File: src/rtl/bus_arb_pkg.sv
// bus_arb_pkg: shared types and constants for the bus host arbiter.
package bus_arb_pkg;

    typedef enum logic {ARB_IDLE, ARB_LOCKED} arb_state_t;

    localparam logic [31:0] CntSatMax = 32'hFFFF_FFFF;

    function automatic int id_w(input int n);
        return (n > 1) ? $clog2(n) : 1;
    endfunction

endpackage

File: src/rtl/arb_id_fifo.sv
// arb_id_fifo: synchronous FIFO of outstanding host IDs with a registered occupancy count.
module arb_id_fifo #(
    parameter int Depth = 4,
    parameter int Width = 1
) (
    input  logic             clk_sys_i,
    input  logic             rst_sys_ni,
    input  logic             push,
    input  logic [Width-1:0] push_data,
    input  logic             pop,
    output logic [Width-1:0] head,
    output logic             full,
    output logic             empty
);
    localparam int PtrW = $clog2(Depth);

    logic [Width-1:0] mem_q [Depth];
    logic [PtrW-1:0]  wr_q, rd_q;
    logic [PtrW:0]    cnt_q;
    logic             do_push, do_pop;

    assign full    = cnt_q == (PtrW + 1)'(Depth);
    assign empty   = cnt_q == '0;
    assign do_push = push & ~full;
    assign do_pop  = pop & ~empty;
    assign head    = mem_q[rd_q];

    always_ff @(posedge clk_sys_i or negedge rst_sys_ni) begin
        if (!rst_sys_ni) begin
            wr_q  <= '0;
            rd_q  <= '0;
            cnt_q <= '0;
        end else begin
            wr_q  <= do_push ? wr_q + PtrW'(1) : wr_q;
            rd_q  <= do_pop ? rd_q + PtrW'(1) : rd_q;
            cnt_q <= cnt_q + (PtrW + 1)'(do_push) - (PtrW + 1)'(do_pop);
        end
    end

    always_ff @(posedge clk_sys_i) begin
        if (do_push) mem_q[wr_q] <= push_data;
    end

endmodule

File: src/rtl/bus_host_arbiter.sv
// bus_host_arbiter: round-robin arbitration of several bus hosts onto one device port, routing responses by ID.
// Optional per-host grant and stall counters are built with BUS_HOST_ARB_STATS_EN.
module bus_host_arbiter
    import bus_arb_pkg::*;
#(
    parameter int NrHosts        = 2,
    parameter int AddrWidth      = 32,
    parameter int DataWidth      = 32,
    parameter int MaxOutstanding = 4
) (
    input  logic                                clk_sys_i,
    input  logic                                rst_sys_ni,
    input  logic [NrHosts-1:0]                  host_req_i,
    output logic [NrHosts-1:0]                  host_gnt_o,
    input  logic [NrHosts-1:0][AddrWidth-1:0]   host_addr_i,
    input  logic [NrHosts-1:0]                  host_we_i,
    input  logic [NrHosts-1:0][DataWidth/8-1:0] host_be_i,
    input  logic [NrHosts-1:0][DataWidth-1:0]   host_wdata_i,
    output logic [NrHosts-1:0]                  host_rvalid_o,
    output logic [NrHosts-1:0][DataWidth-1:0]   host_rdata_o,
    output logic [NrHosts-1:0]                  host_err_o,
    output logic                                dev_req_o,
    input  logic                                dev_gnt_i,
    output logic [AddrWidth-1:0]                dev_addr_o,
    output logic                                dev_we_o,
    output logic [DataWidth/8-1:0]              dev_be_o,
    output logic [DataWidth-1:0]                dev_wdata_o,
    input  logic                                dev_rvalid_i,
    input  logic [DataWidth-1:0]                dev_rdata_i,
    input  logic                                dev_err_i,
    output logic                                spurious_rsp_o
`ifdef BUS_HOST_ARB_STATS_EN
    ,
    output logic [NrHosts-1:0][31:0]            grant_cnt_o,
    output logic [31:0]                         stall_cnt_o
`endif
);
    localparam int IdW = id_w(NrHosts);

    arb_state_t     state_q, state_d;
    logic [IdW-1:0] locked_id_q, locked_id_d, rr_q, rr_d, rr_sel, sel, head;
    logic           fifo_full, fifo_empty, any_req, dev_req, accept, rsp_ok, spurious_q;
    int             best;

    // Pick the requester with the smallest distance past the round-robin pointer.
    always_comb begin
        rr_sel = rr_q;
        best   = NrHosts;
        for (int h = 0; h < NrHosts; h++) begin
            if (host_req_i[h] && ((h - int'(rr_q) + NrHosts) % NrHosts) < best) begin
                best   = (h - int'(rr_q) + NrHosts) % NrHosts;
                rr_sel = IdW'(h);
            end
        end
    end

    assign sel     = (state_q == ARB_LOCKED && host_req_i[locked_id_q]) ? locked_id_q : rr_sel;
    assign any_req = |host_req_i;
    assign dev_req = any_req & ~fifo_full;
    assign accept  = dev_req & dev_gnt_i;
    assign rsp_ok  = dev_rvalid_i & ~fifo_empty;

    // Outputs are forced quiet while reset is held, even if hosts keep requesting.
    assign dev_req_o      = dev_req & rst_sys_ni;
    assign host_gnt_o     = (accept & rst_sys_ni) ? NrHosts'(1) << sel : '0;
    assign dev_addr_o     = rst_sys_ni ? host_addr_i[sel] : '0;
    assign dev_we_o       = rst_sys_ni & host_we_i[sel];
    assign dev_be_o       = rst_sys_ni ? host_be_i[sel] : '0;
    assign dev_wdata_o    = rst_sys_ni ? host_wdata_i[sel] : '0;
    assign host_rvalid_o  = rsp_ok ? NrHosts'(1) << head : '0;
    assign host_err_o     = (rsp_ok & dev_err_i) ? NrHosts'(1) << head : '0;
    assign host_rdata_o   = rst_sys_ni ? {NrHosts{dev_rdata_i}} : '0;
    assign spurious_rsp_o = spurious_q;

    always_comb begin
        rr_d        = accept ? ((sel == IdW'(NrHosts - 1)) ? '0 : sel + IdW'(1)) : rr_q;
        state_d     = (dev_req & ~dev_gnt_i) ? ARB_LOCKED : ARB_IDLE;
        locked_id_d = (dev_req & ~dev_gnt_i) ? sel : locked_id_q;
    end

    always_ff @(posedge clk_sys_i or negedge rst_sys_ni) begin
        if (!rst_sys_ni) begin
            state_q     <= ARB_IDLE;
            locked_id_q <= '0;
            rr_q        <= '0;
            spurious_q  <= 1'b0;
        end else begin
            state_q     <= state_d;
            locked_id_q <= locked_id_d;
            rr_q        <= rr_d;
            spurious_q  <= spurious_q | (dev_rvalid_i & fifo_empty);
        end
    end

    arb_id_fifo #(
        .Depth (MaxOutstanding),
        .Width (IdW)
    ) u_id_fifo (
        .clk_sys_i  (clk_sys_i),
        .rst_sys_ni (rst_sys_ni),
        .push       (accept),
        .push_data  (sel),
        .pop        (dev_rvalid_i),
        .head       (head),
        .full       (fifo_full),
        .empty      (fifo_empty)
    );

`ifdef BUS_HOST_ARB_STATS_EN
    always_ff @(posedge clk_sys_i or negedge rst_sys_ni) begin
        if (!rst_sys_ni) begin
            grant_cnt_o <= '0;
            stall_cnt_o <= '0;
        end else begin
            for (int h = 0; h < NrHosts; h++) begin
                if (accept && sel == IdW'(h) && grant_cnt_o[h] != CntSatMax)
                    grant_cnt_o[h] <= grant_cnt_o[h] + 32'd1;
            end
            if (any_req && !accept && stall_cnt_o != CntSatMax) stall_cnt_o <= stall_cnt_o + 32'd1;
        end
    end
`endif

endmodule
File: config.mk
export PLATFORM = sky130hd
export DESIGN_NAME = bus_host_arbiter
export DESIGN_NICKNAME = d
export VERILOG_FILES = /design/src/rtl/bus_arb_pkg.sv /design/src/rtl/arb_id_fifo.sv /design/src/rtl/bus_host_arbiter.sv
export SDC_FILE = /design/constraint.sdc
export NUM_CORES = 1
export LEC_CHECK = 0
export BUFFER_PORTS_ARGS = -buffer_cell sky130_fd_sc_hd__buf_4
export CORE_AREA = 2 2 122 124
export DETAILED_ROUTE_END_ITERATION = 10
export DIE_AREA = 0 0 124 126
export HOLD_SLACK_MARGIN = 0.03
export SYNTH_ARGS = -nofsm -noshare
export SYNTH_HDL_FRONTEND = slang
export SYNTH_SLANG_ARGS = --single-unit
File: constraint.sdc
create_clock -name clk_sys_i -period 5.4 [get_ports clk_sys_i]
set_clock_uncertainty 0.05 [all_clocks]
set_input_delay 0.27 -clock clk_sys_i [delete_from_list [all_inputs] [get_ports clk_sys_i]]
set_output_delay 0.27 -clock clk_sys_i [all_outputs]
set_load 0.01 [all_outputs]
==> qor.yml <==
final_nets: 811
overflow: 0
slew-limit-headroom_pct: 46.9
cap_viol_max_count: 0
port_buffers: 317
avgSynthCellArea_um2: 7.31
final_antenna_net_count: 0
worstPathArrival_ps: 2560
layout_worst_path_cycle_share_pct: 53.4
tritoncts: "built"
period_needed_ps: 2880
startpoint: "rst_sys_ni"
worstSetupEndpointType: "primary output"
global_route.usage.total_pct: 11.8
yosysTopAreaCellShare_pct: 26.3
totalWireLength_mm: 10.4
worst-slew-pin-transition_ps: 796
ys_seq_area_share_pct: 15.1
antenna_found_initial: 0
detail_route.iter0.violations: 59
drt-pass1-iter-count: 4
die_x_um: 124
drive_above_1_share_pct: 53.4
routedWlPerCell_um: 12.8
core_region_um2: 14300
timing.hold.worst.start: "dev_gnt_i"
clk_latency_ps: 240
first_pass_grt_wire_length_mm: 14.7
clk_pin_slew_worst_paths_ps: 50
post-cts-setup-buffers: 0
path_max_fanout: 75
post-synth-top-area-cell: "sky130_fd_sc_hd__mux2i_1"
finalMaxSlewViolations: 0
rows: 44
final_number_of_setup_violating_endpoints: 0
antenna_cells_inserted: 0
effective_utilization_at_floorplan_pct: 18.3
final_worst_hold_slack_ps: 185
cp-start-kind: "input port"
die_area_um2: 15600
status: "complete, no violations"
yosys_register_bits: 15
routabilityCongestion: 0.769
p_leak_nw: 2.78
tritoncts.num_buffers: 3
drc: 0
area_delta_synth_final_pct: 88.2
critPathRequiredTime_ps: 5080
io-pin-count: 318
synthArstFlopShare_pct: 73.3
number_of_warnings_printed_during_yosys_synthesis: 0
edff_count_synth: 4
htree_levels: 1
achievable_freq_mhz: 347
fin_setup_tns_ps: 0
cts-root-buf: "sky130_fd_sc_hd__clkbuf_16"
power_per_cell_area_nw_per_um2: 239
clock_tree.buffer_depth: 2
synth.distinct_cells: 28
synth.most_common_cell: "sky130_fd_sc_hd__nand2_1"
dp.final_hpwl_mm: 8.62
post_synth_inst_count: 359
timing.hold.worst.class: "input port to flip-flop"
unrepaired_setup_endpoints_after_global_routing: "false"
grt_max_degree: 76
final_hold_viol_count: 0
synth_top_cells_by_count: "sky130_fd_sc_hd__nand2_1 (140), sky130_fd_sc_hd__mux2i_1 (69), sky130_fd_sc_hd__and2_1 (37)"
postSynthNetCount: 543
r2r_start: "u_id_fifo.cnt_q[1]"
vias: 3245
via_per_inst: 4.01
via_count_of_the_first_global_routing_pass: 2988
synth_area_leaders: "sky130_fd_sc_hd__mux2i_1 (26%), sky130_fd_sc_hd__nand2_1 (20%), sky130_fd_sc_hd__dfrtp_1 (10%), sky130_fd_sc_hd__buf_4 (9.2%), sky130_fd_sc_hd__and2_1 (8.8%)"
cts_num_sinks: 15
die_h_um: 126
ir_worst_vdd_v: 0.000114
worstSetupPathType: "input port to primary output"
yosys_most_used_dff: "sky130_fd_sc_hd__dfrtp_1"
netlist_area_um2: 2620
-- state kept, by name, summed over array words and instances, names as in the netlist --
register	cells
u_id_fifo.mem_q	4
u_id_fifo.cnt_q	3
u_id_fifo.rd_q	2
u_id_fifo.wr_q	2
locked_id_q	1
rr_q	1
spurious_rsp_o	1
state_q	1
-- worst max-delay path, stage by stage --
cell,delay [ps]
sky130_fd_sc_hd__dlygate4sd3_1,530
sky130_fd_sc_hd__buf_4,480
sky130_fd_sc_hd__buf_4,630
sky130_fd_sc_hd__nand2_1,110
sky130_fd_sc_hd__mux2i_1,290
sky130_fd_sc_hd__buf_4,180
-- layer usage --
layer / up-vias / share of wire [%] / track usage, %
li1: 1649 / - / -
met1: 1422 / 37 / 13.5
met2: 170 / 52 / 22.7
met3: 4 / 10 / 2.26
met4: 0 / 0.55 / 1.45
met5: - / 0 / 0
-- layout make-up --
| cell class | count | area [µm²] |
|---|---|---|
| Clock inverter | 1 | 5.00 |
| Timing Repair Buffer | 322 | 2420 |
| Clock buffer | 3 | 75.1 |
| Inverter | 7 | 26.3 |
| Fill cell | 1586 | 9380 |
| Sequential cell | 15 | 395 |
| Tap cell | 184 | 230 |
| Multi-Input combinational cell | 278 | 1790 |
-- logic make-up (layout without fill, tap and decap cells) --
family          after synthesis  count (layout)  synth area share, %
mux                          74              74                 29.0
compound gates                3               3                 1.19
simple gates                189             189                 32.1
xor+xnor                      5               5                 1.67
fa+ha+maj                     7               7                 3.62
flops                        15              15                 15.1
buf+inv                      66             333                 17.3
-- where the power goes --
part	internal [W]	total (W)	switching (W)	leakage (nW)
sequential	0.000168	0.000211	0.0000424	0.164
combinational	0.000451	0.000825	0.000374	2.58
clock	0.0000988	0.000143	0.0000444	0.0409
-- cell usage in the layout, fill, tap and decap left out, drive strengths merged --
cell,instances
a21o,1
a2bb2oi,1
and2,37
and3,3
buf,321
clkbuf,3
clkinv,1
dfrtp,11
dlygate4sd3,1
edfxtp,4
fa,1
ha,6
inv,7
mux2,4
mux2i,69
mux4,1
nand2,140
nor2,3
nor2b,1
nor3,2
nor3b,3
o31a,1
xnor2,4
xor2,1
-- metrics by stage --
| step | instance area (µm²) | instances | total power, W | setup WS (ps) | utilization, % |
|---|---|---|---|---|---|
| CTS | 4940 | 810 | 0.00120 | 2540 | 34.5 |
| floorplan | 2620 | 359 | 0.000730 | 3290 | - |
| global placement | 4850 | 805 | 0.00105 | 3070 | 33.9 |
| detailed placement | 4850 | 805 | 0.00105 | 3070 | 33.9 |
| finish | 4940 | 810 | 0.00118 | 2520 | 34.5 |
| global route | 4940 | 810 | 0.00128 | 2340 | 34.5 |
-- repair_timing --
action / in CTS / in global routing
endpoints found under the hold margin: 2 / 0
gates resized for setup: 0 / 0
hold buffers: 1 / 0
-- final timing paths --
kind,slack (ps),end,cells after the start
max in group asynchronous,3720,u_id_fifo.cnt_q[1],3
setup reg to reg,3160,u_id_fifo.cnt_q[2],8
hold / removal,180,state_q,2
hold reg to reg,410,spurious_rsp_o,1
setup / recovery,2520,dev_addr_o[18],6
min in group asynchronous,530,u_id_fifo.wr_q[1],2
Power figures use the tool's default switching activity.
